===== src/rtl/inst_fetch_unit_if.sv =====
// Bundle of signals that connects the instruction-fetch stage to its
// instruction memory, to the downstream decode stage and to the
// branch-resolution redirect path.
//
// Modports
//   master : the fetch unit. It drives the imem request and the decode-side
//            instruction outputs. It receives imem ready/response, the
//            redirect and inst_ready.
//   slave  : the environment (memory, decode and branch unit), which sees the
//            mirror image of the master modport.
//
// Signals
//   imem_req_valid / imem_req_ready / imem_req_addr : fetch request handshake
//   imem_rsp_valid / imem_rsp_data                  : in-order returned words
//   redirect_valid / redirect_pc                    : taken branch/jump
//   inst_valid / inst_ready / inst / inst_pc        : FIFO head towards decode
interface inst_fetch_unit_if;
    logic        imem_req_valid;
    logic        imem_req_ready;
    logic [31:0] imem_req_addr;
    logic        imem_rsp_valid;
    logic [31:0] imem_rsp_data;
    logic        redirect_valid;
    logic [31:0] redirect_pc;
    logic        inst_valid;
    logic        inst_ready;
    logic [31:0] inst;
    logic [31:0] inst_pc;

    modport master (
        output imem_req_valid, imem_req_addr, inst_valid, inst, inst_pc,
        input  imem_req_ready, imem_rsp_valid, imem_rsp_data,
               redirect_valid, redirect_pc, inst_ready
    );

    modport slave (
        input  imem_req_valid, imem_req_addr, inst_valid, inst, inst_pc,
        output imem_req_ready, imem_rsp_valid, imem_rsp_data,
               redirect_valid, redirect_pc, inst_ready
    );
endinterface


===== src/rtl/inst_fetch_unit.sv =====
// Decoupled instruction-fetch stage. The unit issues sequential word fetches
// to an instruction memory that has variable latency. Returned words are
// buffered with their PCs in a prefetch FIFO. On a redirect from downstream,
// the unit flushes the FIFO and restarts fetching at the new target.
//
// Parameters
//   DEPTH    : prefetch FIFO entries (power of 2, >= 2). This is also the cap
//              on count + outstanding requests.
//   RESET_PC : word-aligned fetch address after reset.
//
// Ports
//   clk : rising-edge clock
//   rst : synchronous, active-high reset
//   bus : inst_fetch_unit_if.master (imem request/response, redirect, and the
//         decode-side instruction head)
module inst_fetch_unit #(
    parameter int          DEPTH    = 4,
    parameter logic [31:0] RESET_PC = 32'h0
) (
    input logic               clk,
    input logic               rst,
    inst_fetch_unit_if.master bus
);
    localparam int AW = $clog2(DEPTH);
    localparam int CW = AW + 1;
    localparam logic [CW:0] DEPTH_W = (CW + 1)'(DEPTH);

    typedef enum logic {FETCH, DRAIN} state_t;

    state_t        state;
    logic [31:0]   fetch_pc;
    logic [31:0]   rsp_pc;
    logic [CW-1:0] count;
    logic [CW-1:0] outstanding;
    logic [CW-1:0] drop_cnt;
    logic [AW-1:0] wr_ptr;
    logic [AW-1:0] rd_ptr;
    logic          rst_hold;
    logic [31:0]   word_q [DEPTH];
    logic [31:0]   pc_q   [DEPTH];

    logic          req_fire;
    logic          rsp_fire;
    logic          push;
    logic          pop;
    logic          head_valid;
    logic [CW:0]   credits_used;
    logic [CW-1:0] outstanding_nxt;
    logic [31:0]   redirect_aligned;

    // Credit check uses only registered occupancy, so a pop in this cycle does
    // not allow a new request until the next cycle. rst_hold keeps the request
    // line low for one extra cycle after reset.
    assign credits_used       = {1'b0, count} + {1'b0, outstanding};
    assign bus.imem_req_valid = !rst && !rst_hold && (state == FETCH) &&
                                !bus.redirect_valid && (credits_used < DEPTH_W);
    assign bus.imem_req_addr  = fetch_pc;

    // A response that arrives with nothing outstanding is a protocol error
    // and is ignored. Only FETCH-state responses with nothing left to drop
    // are buffered.
    assign req_fire   = bus.imem_req_valid && bus.imem_req_ready;
    assign rsp_fire   = bus.imem_rsp_valid && (outstanding != '0);
    assign push       = rsp_fire && (state == FETCH) && (drop_cnt == '0) &&
                        !bus.redirect_valid;
    assign head_valid = !rst && (count != '0);
    assign pop        = head_valid && bus.inst_ready;

    assign outstanding_nxt  = outstanding + CW'(req_fire) - CW'(rsp_fire);
    assign redirect_aligned = bus.redirect_pc & 32'hFFFF_FFFC;

    assign bus.inst_valid = head_valid;
    assign bus.inst       = head_valid ? word_q[rd_ptr] : '0;
    assign bus.inst_pc    = head_valid ? pc_q[rd_ptr]   : '0;

    // FIFO storage has no reset: the pointers and count define which entries
    // are meaningful.
    always_ff @(posedge clk) begin
        if (push && !rst) begin
            word_q[wr_ptr] <= bus.imem_rsp_data;
            pc_q[wr_ptr]   <= rsp_pc;
        end
    end

    // Control state. A redirect overrides everything else. Whatever is still
    // in flight after the redirect becomes the drop count, so DRAIN always
    // has exactly as many stale responses to swallow as there are requests
    // outstanding.
    always_ff @(posedge clk) begin
        if (rst) begin
            state       <= FETCH;
            fetch_pc    <= RESET_PC;
            rsp_pc      <= RESET_PC;
            count       <= '0;
            outstanding <= '0;
            drop_cnt    <= '0;
            wr_ptr      <= '0;
            rd_ptr      <= '0;
            rst_hold    <= 1'b1;
        end else begin
            rst_hold    <= 1'b0;
            outstanding <= outstanding_nxt;
            if (bus.redirect_valid) begin
                fetch_pc <= redirect_aligned;
                rsp_pc   <= redirect_aligned;
                count    <= '0;
                wr_ptr   <= '0;
                rd_ptr   <= '0;
                drop_cnt <= outstanding_nxt;
                state    <= (outstanding_nxt != '0) ? DRAIN : FETCH;
            end else begin
                if (req_fire) begin
                    fetch_pc <= fetch_pc + 32'd4;
                end
                if (push) begin
                    rsp_pc <= rsp_pc + 32'd4;
                    wr_ptr <= wr_ptr + AW'(1);
                end
                if (pop) begin
                    rd_ptr <= rd_ptr + AW'(1);
                end
                count <= count + CW'(push) - CW'(pop);
                if ((state == DRAIN) && rsp_fire) begin
                    drop_cnt <= drop_cnt - CW'(1);
                    if (drop_cnt == CW'(1)) begin
                        state <= FETCH;
                    end
                end
            end
        end
    end
endmodule


===== src/flat_wrapper.sv =====
// flat-port wrapper written by rule: the top's interface ports become plain ports
module inst_fetch_unit_flat 
#(
    parameter int          DEPTH    = 4,
    parameter logic [31:0] RESET_PC = 32'h0
)
  (clk, rst, bus_imem_req_valid, bus_imem_req_addr, bus_inst_valid, bus_inst, bus_inst_pc, bus_imem_req_ready, bus_imem_rsp_valid, bus_imem_rsp_data, bus_redirect_valid, bus_redirect_pc, bus_inst_ready);
  inst_fetch_unit_if bus_i ();
  input logic clk;
  input logic rst;
  output wire logic [$bits(bus_i.imem_req_valid)-1:0] bus_imem_req_valid;
  output wire logic [$bits(bus_i.imem_req_addr)-1:0] bus_imem_req_addr;
  output wire logic [$bits(bus_i.inst_valid)-1:0] bus_inst_valid;
  output wire logic [$bits(bus_i.inst)-1:0] bus_inst;
  output wire logic [$bits(bus_i.inst_pc)-1:0] bus_inst_pc;
  input wire logic [$bits(bus_i.imem_req_ready)-1:0] bus_imem_req_ready;
  input wire logic [$bits(bus_i.imem_rsp_valid)-1:0] bus_imem_rsp_valid;
  input wire logic [$bits(bus_i.imem_rsp_data)-1:0] bus_imem_rsp_data;
  input wire logic [$bits(bus_i.redirect_valid)-1:0] bus_redirect_valid;
  input wire logic [$bits(bus_i.redirect_pc)-1:0] bus_redirect_pc;
  input wire logic [$bits(bus_i.inst_ready)-1:0] bus_inst_ready;
  assign bus_imem_req_valid = bus_i.imem_req_valid;
  assign bus_imem_req_addr = bus_i.imem_req_addr;
  assign bus_inst_valid = bus_i.inst_valid;
  assign bus_inst = bus_i.inst;
  assign bus_inst_pc = bus_i.inst_pc;
  assign bus_i.imem_req_ready = bus_imem_req_ready;
  assign bus_i.imem_rsp_valid = bus_imem_rsp_valid;
  assign bus_i.imem_rsp_data = bus_imem_rsp_data;
  assign bus_i.redirect_valid = bus_redirect_valid;
  assign bus_i.redirect_pc = bus_redirect_pc;
  assign bus_i.inst_ready = bus_inst_ready;
  inst_fetch_unit #(.DEPTH(DEPTH), .RESET_PC(RESET_PC)) u_core (.clk(clk), .rst(rst), .bus(bus_i));
endmodule

===== config.mk =====
export PLATFORM = sky130hd
export DESIGN_NAME = inst_fetch_unit_flat
export DESIGN_NICKNAME = d
export VERILOG_FILES = /design/src/rtl/inst_fetch_unit_if.sv /design/src/rtl/inst_fetch_unit.sv /design/src/flat_wrapper.sv
export SDC_FILE = /design/constraint.sdc
export NUM_CORES = 1
export LEC_CHECK = 0
export BUFFER_PORTS_ARGS = -buffer_cell sky130_fd_sc_hd__buf_4
export CAP_MARGIN = 20
export CORE_MARGIN = 1.5
export CORE_UTILIZATION = 55
export DETAILED_ROUTE_END_ITERATION = 16
export PLACE_DENSITY_LB_ADDON = 0.2
export REMOVE_ABC_BUFFERS = 1
export SLEW_MARGIN = 20
export SYNTH_ARGS = -nofsm -noshare
export SYNTH_HDL_FRONTEND = slang
export SYNTH_SLANG_ARGS = --single-unit

===== constraint.sdc =====
create_clock -name clk -period 4.3 [get_ports clk]
set_clock_uncertainty 0.1 [all_clocks]
set_input_delay 0.43 -clock clk [delete_from_list [all_inputs] [get_ports clk]]
set_output_delay 0.43 -clock clk [all_outputs]
set_load 0.02 [all_outputs]

==> results of run 1 <==
[layer usage]
layer	GRT usage	up-vias
met5	0	-
met4	0.0760	0
met3	0.0390	42
met2	0.366	269
met1	0.315	4102
li1	-	3823
[cells by family after synthesis]
group                      share of synthesized area
other                                       0.000275
adders and majority gates                     0.0167
muxes                                          0.106
and+or+nand+nor                                0.115
buffers and inverters                         0.0217
xor gates and xnor gates                      0.0263
DFF                                            0.659
AOI/OAI and AO/OA                             0.0545
[worst max-delay path: cells and delay by family (launching register included)]
family                 cells  cell delay (ps)
buffers and inverters      2              520
DFF                        1              740
muxes                      1              560
and+or+nand+nor            1              180
[flip-flops by register name, summed over array words and instances, names as in the netlist, named ones only]
register,flops
u_core.word_q,128
u_core.outstanding,3
u_core.wr_ptr,2
u_core.rsp_pc,30
u_core.drop_cnt,3
u_core.bus.imem_req_addr,30
u_core.rd_ptr,2
u_core.state,1
u_core.count,3
u_core.rst_hold,1
u_core.pc_q,120
[report_power, final]
| group | leakage [nW] | internal (mW) | switching (mW) |
|---|---|---|---|
| sequential | 2.89 | 3.49 | 0.112 |
| combinational | 2.31 | 0.269 | 0.374 |
| clock | 0.524 | 1.71 | 1.13 |
[synthesized netlist by cell type (3+ instances only)]
cell type,number,area share
a21boi_0,7,0.0039
nor4_4,4,0.0062
and4_1,6,0.0039
nor3_1,6,0.0022
buf_2,8,0.0029
edfxtp_1,248,0.55
inv_1,17,0.0047
nand4_1,24,0.011
xor2_1,29,0.019
mux4_2,62,0.10
mux2_1,4,0.0033
o211ai_1,4,0.0022
a21oi_1,30,0.011
nand2_1,47,0.013
nand3_1,29,0.011
a211oi_1,21,0.012
o21ai_0,18,0.0066
and3_1,13,0.0060
clkbuf_1,36,0.0099
nor4_1,4,0.0018
nor2b_1,3,0.0014
a32oi_1,4,0.0026
buf_4,6,0.0033
and2_1,67,0.031
nand4b_1,3,0.0019
ha_1,15,0.014
nor2_1,50,0.014
xnor2_1,12,0.0077
dfxtp_1,77,0.11
a31oi_1,17,0.0078
or3_1,3,0.0014
o21a_1,5,0.0028
[area by class of cell]
type	instances	area, um2
repair buffers	176	1360
flip-flops and latches	325	8990
inverters	18	67.6
clock buffers	51	978
well taps	324	405
multi-input cells	518	4390
fillers	1708	8010
clock inverters	11	116
[path summary, 6_finish.rpt]
path | start | to | slack, ps | cells past startpoint
worst max-delay path | register | bus_inst[13] | 1240 | 4
worst max register to register | u_core.outstanding[2] | u_core.state | 1310 | 11
worst min-delay path | bus_imem_rsp_data[9] | u_core.word_q[0][9] | 30 | 1
worst min register to register | u_core.bus.imem_req_addr[31] | u_core.bus.imem_req_addr[31] | 420 | 2
==> flow_metrics.env, run 1 <==
export IMPL_dr_total_vias=8236
export IMPL_initial_utilization=0.561
export IMPL_floorplan_core_area_um2=24300
export IMPL_dp_cells=1361
export IMPL_setup_violations=0
export IMPL_post_synthesis_cell_count=910
export IMPL_die_height_um=160
export IMPL_final_period_utilization=0.711
export IMPL_num_rows=57
export IMPL_dominant_register_cell_in_the_synthesized_netlist="edfxtp_1"
export IMPL_cp_data_required_time_ps=3770
export IMPL_hold_slack_ps=30.1
export IMPL_cts_post_setup_buffers_inserted=0
export IMPL_finalMaxSlewViolations=0
export IMPL_areaGrowthSynthToFinish_pct=19.6
export IMPL_totalPowerFinal_mw=7.09
export IMPL_most_common_library_cell_in_the_layout_ignoring_fill_and_taps="edfxtp_1"
export IMPL_clock_latency_ps=500
export IMPL_met3_length_mm=1.72
export IMPL_remaining_drc_errors=0
export IMPL_cap_viol_max_count=0
export IMPL_end_kind="output pin"
export IMPL_critical_path_arrival_ps=2530
export IMPL_postLayoutCellArea_um2=16300
export IMPL_timing_critical_path_slowest_stage_cell="dfxtp_4"
export IMPL_place_detailed_hpwl_mm=17.6
export IMPL_globalRouteOverflowTotal=0
export IMPL_start_to_end_type_of_the_worst_setup_path="reg2out"
export IMPL_post_cts_hold_buffer_count=0
export IMPL_die_area_um2=25700
export IMPL_met2WireLength_mm=13.7
export IMPL_finalNetCount=1161
export IMPL_timing_hold_worst_class="in2reg"
export IMPL_leakage_nw=5.72
export IMPL_outcome="complete, no violations"
export IMPL_worst_setup_path_start_kind="register"
export IMPL_synth_edff_count=248
export IMPL_antennaDiodeCount=0
export IMPL_preCtsSetupSlack_ps=1340
export IMPL_grt_usage=0.227
export IMPL_power_density_nw_per_um2=435
export IMPL_drt_iter0_drc=587
export IMPL_ctsLongestPathBuffers=3
export IMPL_timing_hold_violations_final=0
export IMPL_clockRootBuffer="clkbuf_16"
export IMPL_cts_htree_levels=2
export IMPL_placement_cell_area_um2=15200
export IMPL_grt_pass1_vias=8148
export IMPL_top_level_ports=168
export IMPL_warnings_from_yosys=0
export IMPL_clock_fmax_mhz=327
export IMPL_worstPathCellList="buf_12 > mux4_2 > and2_1 > buf_4"
export IMPL_cts_buffers=35
export IMPL_ys_async_sr_fraction=0
export IMPL_drt_vias_per_instance=5.79
export IMPL_clk_pin_slew_ps=60
export IMPL_max_vdd_ir_drop_v=0.000306
export IMPL_grt_first_pass_wirelength_mm=44.8
export IMPL_drive_above_1_share=0.278
export IMPL_final_cell_mix="edfxtp_1, buf_4, dfxtp_1"
export IMPL_route_detailed_wl_per_inst_um=20.1
export IMPL_rsz0062_at_grt="no"
export IMPL_timing_max_slew_rel_slack=0.328
export IMPL_finalCoreUtilization=0.671
export IMPL_period_needed_ps=3060
export IMPL_worst_slew_pin_transition_ps=1000
export IMPL_totalWireLength_mm=28.7
export IMPL_detail_route_antenna_nets=0
export IMPL_syn_avg_cell_area_um2=15.0
export IMPL_synth_ff_latch_count=325
export IMPL_fp_dieW_um=160
export IMPL_antenna_found_initial=0
export IMPL_syn_cell_area_um2=13600
export IMPL_first_pass_iters=5
export IMPL_fin_setup_tns_ps=0
export IMPL_distinct_cell_type_count_after_synthesis=54
export IMPL_cp_slowest_stage_delay_ps=740
export IMPL_post_layout_instance_count_excluding_filler_cells=1423
export IMPL_placement_io_buffers=161
export IMPL_routability_driven_placement_congestion_ratio=0.827
export IMPL_number_of_sinks_driven_by_the_clock_tree=325
export IMPL_postCtsResizedCells=0
export IMPL_highest_signal_layer="met4"
export IMPL_grt_max_degree=65
export IMPL_final_critical_path_setup_slack_ps=1240
export IMPL_clock_tree_from_tritoncts="built"
export IMPL_synth_yosys_seq_area_share=0.659
export IMPL_drt_met1_wl_mm=12.5
export IMPL_critical_path_peak_fanout=36
(Power assumes the default switching activity.)
==> run 2, diff against run 1 <==
CORE_UTILIZATION = 52   (was 55)
clock period = 2.5 ns   (was 4.3 ns; I/O delays follow)
==> run 2 against run 1 <==
  * Core utilization fell by 0.51 points
  * Routed wire length rose by 9.8%
  * Register-to-register slack got worse by 1200 ps
  * Critical path depth did not move
  * Sequential cell count did not move
  * Non-clock buffer count rose by 87
  * Setup slack got worse by 1200 ps
  * Count of clock-buffer cells in the layout fell by 4
  * Sequential power rose by 72%
  * Final cell count rose by 6.8%
  * Critical path type unchanged
==> flow_metrics.env, run 2 (synthesis results as in run 1) <==
export IMPL_outcome="complete, no violations"
export IMPL_ctsLongestPathBuffers=3
export IMPL_worst_slew_pin_transition_ps=587
export IMPL_timing_hold_worst_class="in2reg"
export IMPL_grt_first_pass_wirelength_mm=48.9
export IMPL_worst_setup_path_start_kind="register"
export IMPL_clock_fmax_mhz=412
export IMPL_grt_most_used_layer="met2"
export IMPL_final_critical_path_setup_slack_ps=73.7
export IMPL_finalNetCount=1247
export IMPL_leakage_nw=6.13
export IMPL_reg_top3="u_core.word_q (128), u_core.pc_q (120)"
export IMPL_cts_buffers=34
export IMPL_totalWireLength_mm=31.5
export IMPL_fp_dieW_um=165
export IMPL_finalMaxSlewViolations=0
export IMPL_drt_vias_per_instance=5.73
export IMPL_floorplan_core_area_um2=25900
export IMPL_drive_above_1_share=0.291
export IMPL_areaGrowthSynthToFinish_pct=26.5
export IMPL_top_level_ports=168
export IMPL_setup_violations=0
export IMPL_cts_htree_levels=2
export IMPL_worst_r2r_path_depth=11
export IMPL_period_needed_ps=2430
export IMPL_max_vdd_ir_drop_v=0.000628
export IMPL_number_of_sinks_driven_by_the_clock_tree=325
export IMPL_timing_max_slew_rel_slack=0.606
export IMPL_globalRouteMet3Util=0.0352
export IMPL_cap_viol_max_count=0
export IMPL_die_area_um2=27200
export IMPL_timing_hold_violations_final=0
export IMPL_routability_driven_placement_congestion_ratio=0.818
export IMPL_globalRouteMet1Util=0.333
export IMPL_detail_route_antenna_nets=0
export IMPL_first_pass_iters=5
export IMPL_timing_hold_worst_path_depth=3
export IMPL_grt_use_met2=0.395
export IMPL_place_detailed_hpwl_mm=19.8
export IMPL_grt_usage=0.238
export IMPL_clock_tree_from_tritoncts="built"
export IMPL_remaining_drc_errors=0
export IMPL_largest_register="u_core.word_q"
export IMPL_placement_io_buffers=161
export IMPL_die_height_um=165
export IMPL_rsz0062_at_grt="yes"
export IMPL_antennaDiodeCount=0
export IMPL_post_layout_instance_count_excluding_filler_cells=1520
export IMPL_preCtsSetupSlack_ps=86.7
export IMPL_critical_path_arrival_ps=2080
export IMPL_largest_register_ffs=128
export IMPL_clock_latency_ps=510
export IMPL_start_to_end_type_of_the_worst_setup_path="reg2out"
export IMPL_num_rows=59
export IMPL_power_density_nw_per_um2=726
export IMPL_grt_max_degree=65
export IMPL_route_detailed_wl_per_inst_um=20.7
export IMPL_drt_iter0_drc=683
export IMPL_grt_pass1_vias=8680
export IMPL_final_cell_mix="edfxtp_1, buf_4, dfxtp_1"
export IMPL_clk_pin_slew_ps=60
export IMPL_totalPowerFinal_mw=12.5
export IMPL_initial_utilization=0.526
export IMPL_antenna_found_initial=0
export IMPL_end_kind="output pin"
export IMPL_critical_path_peak_fanout=15
export IMPL_globalRouteOverflowTotal=0
export IMPL_dp_cells=1399
export IMPL_clockRootBuffer="clkbuf_16"
export IMPL_dr_total_vias=8704
export IMPL_cp_data_required_time_ps=2150
export IMPL_final_period_utilization=0.971
export IMPL_hold_slack_ps=54.7
export IMPL_most_common_library_cell_in_the_layout_ignoring_fill_and_taps="edfxtp_1"
[run 2: changes by cell type in the layout (fill, tap and decap cells not counted), moves of 3 or more]
| cell | change |
|---|---|
| dlygate4sd3_1 | +59 |
| clkbuf_1 | -3 |
| clkinv_2 | +3 |
| buf_12 | +5 |
| dfxtp_1 | -4 |
| buf_6 | +3 |
| buf_4 | +20 |
[run 2: worst paths after layout]
check | start | slack, ps | endpoint
worst min register to register | u_core.bus.imem_req_addr[31] | 410 | u_core.bus.imem_req_addr[31]
worst min-delay path | bus_redirect_valid | 50 | u_core.bus.imem_req_addr[14]
worst max-delay path | register | 70 | bus_inst_pc[27]
worst max register to register | u_core.outstanding[2] | 110 | u_core.state
[run 2: critical path: stages, from the launching register on]
cell	delay (ps)
dfxtp_4	370
buf_6	250
mux4_2	530
and2_1	230
buf_4	180
[run 2: final cells by class]
cell class / instances / area (um2)
clock buffer: 47 / 931
clock inverter: 14 / 173
fill: 1835 / 8670
inverter: 18 / 67.6
multi-input combinational: 518 / 4420
sequential: 325 / 9000
tap: 335 / 419
timing repair buffer: 263 / 2230
[run 2: timing repair]
item                       in CTS  in global routing
pin swaps                       0                  5
setup buffers                   0                  1
hold buffers                   59                  0
setup endpoints to repair       5                 15
hold endpoints to repair      177                  0
resized for setup               3                 12
[run 2: power breakdown]
| part | switching (mW) | internal, mW | leakage [nW] |
|---|---|---|---|
| combinational | 0.696 | 0.603 | 2.71 |
| clock | 1.98 | 3.02 | 0.537 |
| sequential | 0.194 | 6.01 | 2.89 |
| total | 2.87 | 9.64 | 6.13 |
[run 2: metrics by stage]
stage,TNS [ps],area [um2],utilization
3_5_place_dp,0,15500,0.597
6_report,0,17200,0.666
3_3_place_gp,0,15500,0.597
2_1_floorplan,-272550,13400,-
5_1_grt,-48.9,17200,0.666
4_1_cts,0,17200,0.663
[run 2: routing by layer]
layer / vias to the layer above / part of all wire
met1: 4379 / 0.43
li1: 3992 / -
met4: 0 / 0.016
met5: - / 0
met2: 293 / 0.49
met3: 40 / 0.059
